[config.mk]
export PLATFORM = sky130hd
export DESIGN_NAME = control_sequencer
export DESIGN_NICKNAME = d
export VERILOG_FILES = /design/src/rtl/control_sequencer.sv
export SDC_FILE = /design/constraint.sdc
export NUM_CORES = 1
export LEC_CHECK = 0
export BUFFER_PORTS_ARGS = -buffer_cell sky130_fd_sc_hd__buf_4
export CAP_MARGIN = 20
export CORE_MARGIN = 10
export CORE_UTILIZATION = 50
export CTS_CLUSTER_DIAMETER = 150
export CTS_CLUSTER_SIZE = 8
export DETAILED_ROUTE_END_ITERATION = 10
export GPL_TIMING_DRIVEN = 0
export PLACE_DENSITY_LB_ADDON = 0.1
export SYNTH_ARGS = -nofsm -noshare
export SYNTH_HDL_FRONTEND = slang
export SYNTH_SLANG_ARGS = --single-unit
export TNS_END_PERCENT = 100
[constraint.sdc]
create_clock -name clk -period 4.9 [get_ports clk]
set_input_delay 0 -clock clk [delete_from_list [all_inputs] [get_ports clk]]
set_output_delay 0 -clock clk [all_outputs]
set_load 0.05 [all_outputs]
[src/rtl/control_sequencer.sv]
// Hardwired control FSM: fetch/decode/execute sequencing of the datapath strobes.
// Optional MFC wait timeout is enabled by defining CTRL_MFC_TIMEOUT_EN.
module control_sequencer #(
  parameter int TIMEOUT_CYCLES = 255
) (
  input  logic        clk,
  input  logic        rst,
  input  logic [15:0] ir,
  input  logic        MFC,
  output logic        PCOutEn,
  output logic        PCInc,
  output logic        ALUin0,
  output logic        ALUin1,
  output logic        ALUOutLatch,
  output logic        ALUOutEn,
  output logic [2:0]  opControl,
  output logic        r0Latch,
  output logic        r1Latch,
  output logic        r2Latch,
  output logic        r3Latch,
  output logic        r0Out,
  output logic        r1Out,
  output logic        r2Out,
  output logic        r3Out,
  output logic        memEN,
  output logic        memRW,
  output logic        MARin,
  output logic        MDRwriteEN,
  output logic        MDRreadEN,
  output logic        MDRout,
  output logic        p0Latch,
  output logic        p0Out,
  output logic        p1Latch,
  output logic        p1Out,
  output logic        IREN,
  output logic        halted,
  output logic        fault
);

  typedef enum logic [4:0] {
    S_IDLE, S_F0, S_F1, S_F2, S_F3, S_DEC,
    S_A0, S_A1, S_A2, S_A3,
    S_L0, S_L1, S_L2, S_L3,
    S_S0, S_S1, S_S2,
    S_O0, S_I0, S_HALT, S_FAULT
  } state_t;

  typedef struct packed {
    logic       pc_out;
    logic       pc_inc;
    logic       alu_in0;
    logic       alu_in1;
    logic       alu_latch;
    logic       alu_out;
    logic [3:0] r_latch;
    logic [3:0] r_out;
    logic       mem_en;
    logic       mem_rw;
    logic       mar_in;
    logic       mdr_wr;
    logic       mdr_rd;
    logic       mdr_out;
    logic       p0_latch;
    logic       p0_out;
    logic       p1_latch;
    logic       p1_out;
    logic       ir_en;
    logic       halted;
  } ctl_t;

  state_t r_state;
  state_t w_next;
  ctl_t   r_ctl;
  ctl_t   w_ctl;
  logic   w_timeout;
  logic   w_unused_ir;

  // Strobes belonging to a state; registered against the next state so they are
  // glitch-free and line up with the state they describe.
  function automatic ctl_t decode(input state_t s, input logic [15:0] ir_v);
    ctl_t c;
    c = '0;
    case (s)
      S_F0:   begin c.pc_out = 1'b1; c.mar_in = 1'b1; end
      S_F1:   begin c.mem_en = 1'b1; c.mem_rw = 1'b1; end
      S_F2:   c.mdr_rd = 1'b1;
      S_F3:   begin c.mdr_out = 1'b1; c.ir_en = 1'b1; c.pc_inc = 1'b1; end
      S_A0:   begin c.r_out = 4'b0001 << ir_v[9:8]; c.alu_in0 = 1'b1; end
      S_A1:   begin c.r_out = 4'b0001 << ir_v[7:6]; c.alu_in1 = 1'b1; end
      S_A2:   c.alu_latch = 1'b1;
      S_A3:   begin c.alu_out = 1'b1; c.r_latch = 4'b0001 << ir_v[11:10]; end
      S_L0:   begin c.r_out = 4'b0001 << ir_v[9:8]; c.mar_in = 1'b1; end
      S_L1:   begin c.mem_en = 1'b1; c.mem_rw = 1'b1; end
      S_L2:   c.mdr_rd = 1'b1;
      S_L3:   begin c.mdr_out = 1'b1; c.r_latch = 4'b0001 << ir_v[11:10]; end
      S_S0:   begin c.r_out = 4'b0001 << ir_v[9:8]; c.mar_in = 1'b1; end
      S_S1:   begin c.r_out = 4'b0001 << ir_v[11:10]; c.mdr_wr = 1'b1; end
      S_S2:   c.mem_en = 1'b1;
      S_O0:   begin c.r_out = 4'b0001 << ir_v[9:8]; c.p0_latch = 1'b1; end
      S_I0:   begin c.p1_out = 1'b1; c.r_latch = 4'b0001 << ir_v[11:10]; end
      S_HALT: c.halted = 1'b1;
      default: c = '0;
    endcase
    return c;
  endfunction

`ifdef CTRL_MFC_TIMEOUT_EN
  logic [7:0] r_wait;
  logic       r_fault;
  logic       w_wait_state;

  assign w_wait_state = (r_state == S_F1) || (r_state == S_L1) || (r_state == S_S2);
  assign w_timeout    = w_wait_state && !MFC && (r_wait == 8'(TIMEOUT_CYCLES - 1));

  // Counter is held at zero outside the wait states, so every wait starts from 0
  always_ff @(posedge clk) begin
    if (rst) begin
      r_wait  <= '0;
      r_fault <= 1'b0;
    end else begin
      r_fault <= (w_next == S_FAULT);
      if (!w_wait_state)
        r_wait <= '0;
      else if (!MFC)
        r_wait <= r_wait + 8'd1;
    end
  end

  assign fault = r_fault;
`else
  logic [7:0] w_unused_timeout;
  assign w_unused_timeout = 8'(TIMEOUT_CYCLES);
  assign w_timeout        = 1'b0;
  assign fault            = 1'b0;
`endif

  always_comb begin
    w_next = r_state;
    case (r_state)
      S_IDLE: w_next = S_F0;
      S_F0:   w_next = S_F1;
      S_F1:   if (MFC) w_next = S_F2; else if (w_timeout) w_next = S_FAULT;
      S_F2:   w_next = S_F3;
      S_F3:   w_next = S_DEC;
      S_DEC: begin
        if (!ir[15]) w_next = S_A0;
        else begin
          case (ir[14:12])
            3'b000:  w_next = S_L0;
            3'b001:  w_next = S_S0;
            3'b010:  w_next = S_O0;
            3'b011:  w_next = S_I0;
            3'b100:  w_next = S_HALT;
            default: w_next = S_F0;
          endcase
        end
      end
      S_A0:   w_next = S_A1;
      S_A1:   w_next = S_A2;
      S_A2:   w_next = S_A3;
      S_A3:   w_next = S_F0;
      S_L0:   w_next = S_L1;
      S_L1:   if (MFC) w_next = S_L2; else if (w_timeout) w_next = S_FAULT;
      S_L2:   w_next = S_L3;
      S_L3:   w_next = S_F0;
      S_S0:   w_next = S_S1;
      S_S1:   w_next = S_S2;
      S_S2:   if (MFC) w_next = S_F0; else if (w_timeout) w_next = S_FAULT;
      S_O0:   w_next = S_F0;
      S_I0:   w_next = S_F0;
      S_HALT: w_next = S_HALT;
      S_FAULT: w_next = S_FAULT;
      default: w_next = S_IDLE;
    endcase
  end

  assign w_ctl = decode(w_next, ir);

  always_ff @(posedge clk) begin
    if (rst) begin
      r_state <= S_IDLE;
      r_ctl   <= '0;
    end else begin
      r_state <= w_next;
      r_ctl   <= w_ctl;
    end
  end

  assign w_unused_ir = ^ir[5:0];
  assign opControl   = ir[14:12];
  assign PCOutEn     = r_ctl.pc_out;
  assign PCInc       = r_ctl.pc_inc;
  assign ALUin0      = r_ctl.alu_in0;
  assign ALUin1      = r_ctl.alu_in1;
  assign ALUOutLatch = r_ctl.alu_latch;
  assign ALUOutEn    = r_ctl.alu_out;
  assign r0Latch     = r_ctl.r_latch[0];
  assign r1Latch     = r_ctl.r_latch[1];
  assign r2Latch     = r_ctl.r_latch[2];
  assign r3Latch     = r_ctl.r_latch[3];
  assign r0Out       = r_ctl.r_out[0];
  assign r1Out       = r_ctl.r_out[1];
  assign r2Out       = r_ctl.r_out[2];
  assign r3Out       = r_ctl.r_out[3];
  assign memEN       = r_ctl.mem_en;
  assign memRW       = r_ctl.mem_rw;
  assign MARin       = r_ctl.mar_in;
  assign MDRwriteEN  = r_ctl.mdr_wr;
  assign MDRreadEN   = r_ctl.mdr_rd;
  assign MDRout      = r_ctl.mdr_out;
  assign p0Latch     = r_ctl.p0_latch;
  assign p0Out       = r_ctl.p0_out;
  assign p1Latch     = r_ctl.p1_latch;
  assign p1Out       = r_ctl.p1_out;
  assign IREN        = r_ctl.ir_en;
  assign halted      = r_ctl.halted;

endmodule

## Yosys cells after proc, flatten, opt, wreduce, memory -nomap -nowiden

Cells that the tools add are included.

| storage, ports and cells | value |
|---|---|
| logic and storage cells | 99 |
| memory bits (writable) | 0 |
| bits in latches | 0 |
| ROM bits | 0 |
| memories kept | 0 |
| input port bits | 19 |
| output and inout port bits | 30 |
| bits in registers | 30 |

| operators by class | value |
|---|---|
| muxes and demuxes | 22 |
| div/mod/pow operators | 0 |
| equal/unequal tests | 42 |
| multiply operators | 0 |
| reduce and logical (&&, ||, !) cells | 11 |
| add/subtract/negate cells | 0 |
| bitwise operators | 1 |
| shift-type cells | 3 |
| magnitude comparators | 0 |

Operator list:

| kind | count |
|---|---|
| case mux 5 bit (17 select lines) | 1 |
| == test 5 x 4 -> 1 bit (second input constant) | 16 |
| == test 5 bit (second input constant) | 9 |
| == test 5 x 3 -> 1 bit (second input constant) | 7 |
| case mux 5 bit (5 select lines) | 1 |
| == test 5 x 2 -> 1 bit (second input constant) | 4 |
| two-way mux 5 bit | 4 |
| two-way mux 1 bit | 15 |
| case mux 4 bit (3 select lines) | 1 |
| << shifter 1 x 2 -> 4 bit (first input constant) | 3 |
| == test 5 x 1 -> 1 bit (second input constant) | 2 |
| OR reduction 3 bit | 3 |
| OR reduction 2 bit | 4 |
| == test 3 x 2 -> 1 bit (second input constant) | 2 |
| logical NOT 5 bit | 1 |
| OR reduction 5 bit | 1 |
| OR reduction 4 bit | 1 |
| == test 3 x 1 -> 1 bit (second input constant) | 1 |
| == test 3 bit (second input constant) | 1 |
| logical NOT 3 bit | 1 |
| inverter 1 bit | 1 |

## Logic depth before layout (Yosys ltp)

| logic depth | value |
|---|---|
| depth in word-level cells | 8 |
| depth in mapped cells | 8 |
| gate-level depth less buffers | 7 |

## Least setup slack after synthesis

OpenSTA, ideal clock, no wires.

| timing path | value |
|---|---|
| path kind | register -> register |
| from | register r_state[1] |
| to | register r_ctl, in the netlist r2Latch |
| clock period less this slack | 1.902 ns |
| path buffers | 1 |
| cell stages (with the launch flop) | 8 |
| library setup time | 0.132 ns |
| path slack | 2.998 ns |
| data required time | 4.768 ns |
| data arrival time | 1.770 ns |
| cell sequence | dfxtp_1 -> buf_6 -> or3b_1 -> o32ai_2 -> o32ai_2 -> and2_4 -> a32oi_4 -> nor3b_2 |

| on the way | value |
|---|---|
| cells in the longest elaborated chain, start to end | 7 |
| elaborated cells on any way between the ends | 32 |
| those cells by class | eq/ne: 23; mux: 4; bitwise: 1; reduce/logical: 4 |

RTL lines:

| what | line | text |
|---|---|---|
| from (decl) | 71 | `state_t r_state;` |
| from (signal assigned) | 184 | `r_state <= w_next;` |
| == test 5 bit, or another cell as far along | 139 | `case (r_state)` |
| OR reduction 5 bit (no line) | -- |  |
| case mux 5 bit (17 select lines) * | 139 |  |
| == test 5 x 4 -> 1 bit / == test 5 bit (equally long branches) | 83 | `case (s)` |
| OR reduction 3 bit (no line) * | -- |  |
| inverter 1 bit (no line) * | -- |  |
| OR reduction 2 bit (no line) * | -- |  |
| to (signal assigned) | 185 | `r_ctl <= w_ctl;` |
| to (decl) | 73 | `ctl_t r_ctl;` |

Every way passes the cells marked *; elsewhere a longest branch is shown, timed or not.
A chain may end at the register's enable or synchronous reset.

## Worst setup path in the final report

| timing path | value |
|---|---|
| from | register r_state[1] |
| to | register r_ctl, in the netlist r0Latch |

Same word-level chain as after synthesis.

==> qor.yml <==
pwr:
  power_w: 0.000572
  power.leakage_nw: 0.844
  ir_worst_vdd_mv: 0.201
  power_density_nw_per_um2: 296
sta:
  fmax_mhz: 379
  setup_viol: 0
  hold_violations: 0
  fin_hold_ws_ns: 0.0265
  finalClockSkew_ns: 0.00173
  slew_viol_final: 0
  rsz0062_at_grt: "no"
  relSlewSlack_pct: 56.3
  fin_crit_ns: 2.64
  tightest_slew_ns: 0.650
  setup_tns_ns: 0
  post-route-period-util_pct: 53.8
place:
  dpl-instance-area_sq_um: 1840
  portBuffers: 39
  gp_congestion: 0.846
  dp_hpwl_mm: 2.92
  post-place-cells: 240
final_layout:
  diodes: 0
  final_cell_mix: "47 x buf_4, 28 x dfxtp_1, 19 x nor2_1, 11 x inv_1"
  regMostFlops: "r_state"
  largest_reg_flops: 5
  layout_commonest_cell: "buf_4"
  fin_area_sq_um: 1940
  nets: 240
  area_growth_pct: 28.7
  fillCellCount: 237
  drive_above_1_share_pct: 33.3
  post_layout_nonfiller_instances: 250
drt:
  wirelength_mm: 3.66
  ant_nets: 0
  wire_per_inst_um: 14.6
  drcViolationCount: 0
  drtIter0Drc: 111
  viasPerCell: 5.46
  drt_pass1_iterations: 4
  num_vias: 1365
synth:
  synth_compound_area_share_pct: 19.5
  synth_ff_type: "dfxtp_1"
  yosysWarnings: 0
  synth_edf_count: 0
  synth.distinct_cells: 52
  syn_inst: 168
  syn_area_sq_um: 1500
  synthMuxAreaShare_pct: 2.00
  synth_seq_cells: 28
  yosys.area_share.simple_pct: 30.2
  synth_xor_area_share_pct: 1.16
  synthAdderAreaFrac_pct: 0
  syn_avg_cell_area_sq_um: 8.95
  yosysSeqAreaShare_pct: 37.3
  synthArstFlopShare_pct: 0
  synth_top_family_by_area: "simple AND/OR/NAND/NOR gates"
clock_network:
  root_buffer: "clkbuf_4"
  cts.sinks: 28
  cts_buffers: 3
  cts_resized: 0
  cts_tree: "done"
  clk_path_buf_depth: 2
  htree_levels: 1
  cts_setup_buffers: 0
  clkSlewWorstSetupHoldPaths_ns: 0.13
  clk_latency_ns: 0.32
status:
  status: "complete, no violations"
global_route:
  antenna_found_initial: 0
  grt_first_pass_wirelength_mm: 6.15
  grt_pass1_vias: 1352
  grt_overflow: 0
  grt_usage_pct: 13.4
  grt_max_degree: 15
floorplan:
  initial_core_util_pct: 53.6
  core-area_sq_um: 2810
  dieArea_sq_um: 5600
  die_y_um: 74.8
  rows: 19
  ioPinCount: 49
  die_w_um: 74.8
worst_setup_path:
  path_class: "flop to flop"
  cpPeakStageDelay_ns: 0.57
  cp_max_fo: 10
  cp_top_family: "compound AO/OA/AOI/OAI gates"
  critPathBufInv: 2
  path_cells: "buf_6 -> or3b_1 -> o32ai_2 -> o32ai_2 -> and2_4 -> a32oi_4 -> nor4_2 -> dlygate4sd3_1"
  cpMostUsedCell: "o32ai_2"
  cp-start-kind: "flop"
  crit_required_ns: 5.13
  critPathSlowestCell: "dlygate4sd3_1"
  crit_path_end_kind: "flop"
  worstPathArrival_ns: 2.86
hold_path:
  hp-class: "input pin to flop"
job:
  cap_violations: 0
==> metal layers <==
metal / GRT usage [%] / vias to the layer above / wire length [um]
met3: 5.39 / 2 / 330
met4: 2.10 / 0 / 12
met1: 14.7 / 641 / 1460
li1: - / 680 / -
met5: 0 / - / 0
met2: 24.1 / 42 / 1860
==> kinds of logic (layout without fill, tap and decap cells) <==
family	Yosys count	count (layout)
mux	3	3
compound gates	33	33
other cells	1	3
buf+inv	26	75
xor+xnor	2	2
simple gates	75	75
flops	28	28
==> worst register-to-register path: cells and delay by family, from the launching register on <==
kind / cells / cell delay, ns
AOI/OAI and AO/OA: 3 / 0.76
DFF: 1 / 0.40
buffers and inverters: 2 / 0.72
and+or+nand+nor: 3 / 0.66
==> what timing repair did <==
| item | 4_1_cts | 5_1_grt |
|---|---|---|
| endpoints found under the hold margin | 7 | 0 |
| hold buffers | 7 | 0 |
| setup endpoints to repair | 0 | 0 |
==> metrics by stage <==
step | utilization [%] | setup WS [ns]
after detailed placement | 65.7 | 2.78
after global routing | 69.0 | 2.05
after floorplan | - | 3.00
after global placement | 65.7 | 2.83
after CTS | 69.0 | 2.27
final | 69.0 | 2.26
==> cell type report <==
class | count | area [sq um] | share of cell area [%]
repair buffers | 46 | 363 | 18.7
well taps | 31 | 38.8 | 2.00
clock buffers | 3 | 22.5 | 1.16
plain buffers | 15 | 104 | 5.37
multi-input cells | 116 | 806 | 41.6
flip-flops and latches | 28 | 561 | 29.0
inverters | 11 | 41.3 | 2.13
==> worst paths after layout <==
path | start | to | slack (ns) | depth (start not counted)
max | r_state[1] | r0Latch | 2.26 | 8
max reg2reg | r_state[1] | r0Latch | 2.26 | 8
min reg2reg | r_state[4] | ALUin0 | 0.68 | 3
min | rst | MDRwriteEN | 0.03 | 3
==> power breakdown <==
group / switching, W / total, W / internal (W)
registers: 0.00000656 / 0.000249 / 0.000242
clock network: 0.0000621 / 0.0000910 / 0.0000288
logic: 0.000146 / 0.000232 / 0.0000860
total: 0.000215 / 0.000572 / 0.000357
==> synth_stat cells, drive strengths merged, types with 4 or more instances <==
cell | count | area [sq um]
a21oi | 5 | 25.0
dfxtp | 28 | 561
and2 | 4 | 27.5
buf | 12 | 92.6
a32oi | 4 | 53.8
nor3 | 10 | 60.1
nor2 | 20 | 82.6
nand2b | 4 | 25.0
a31oi | 4 | 31.3
inv | 11 | 41.3
o22ai | 5 | 31.3
nor2b | 6 | 37.5
nor3b | 5 | 57.6
nand2 | 8 | 30.0
No activity file was read; power rests on OpenSTA's default activity.
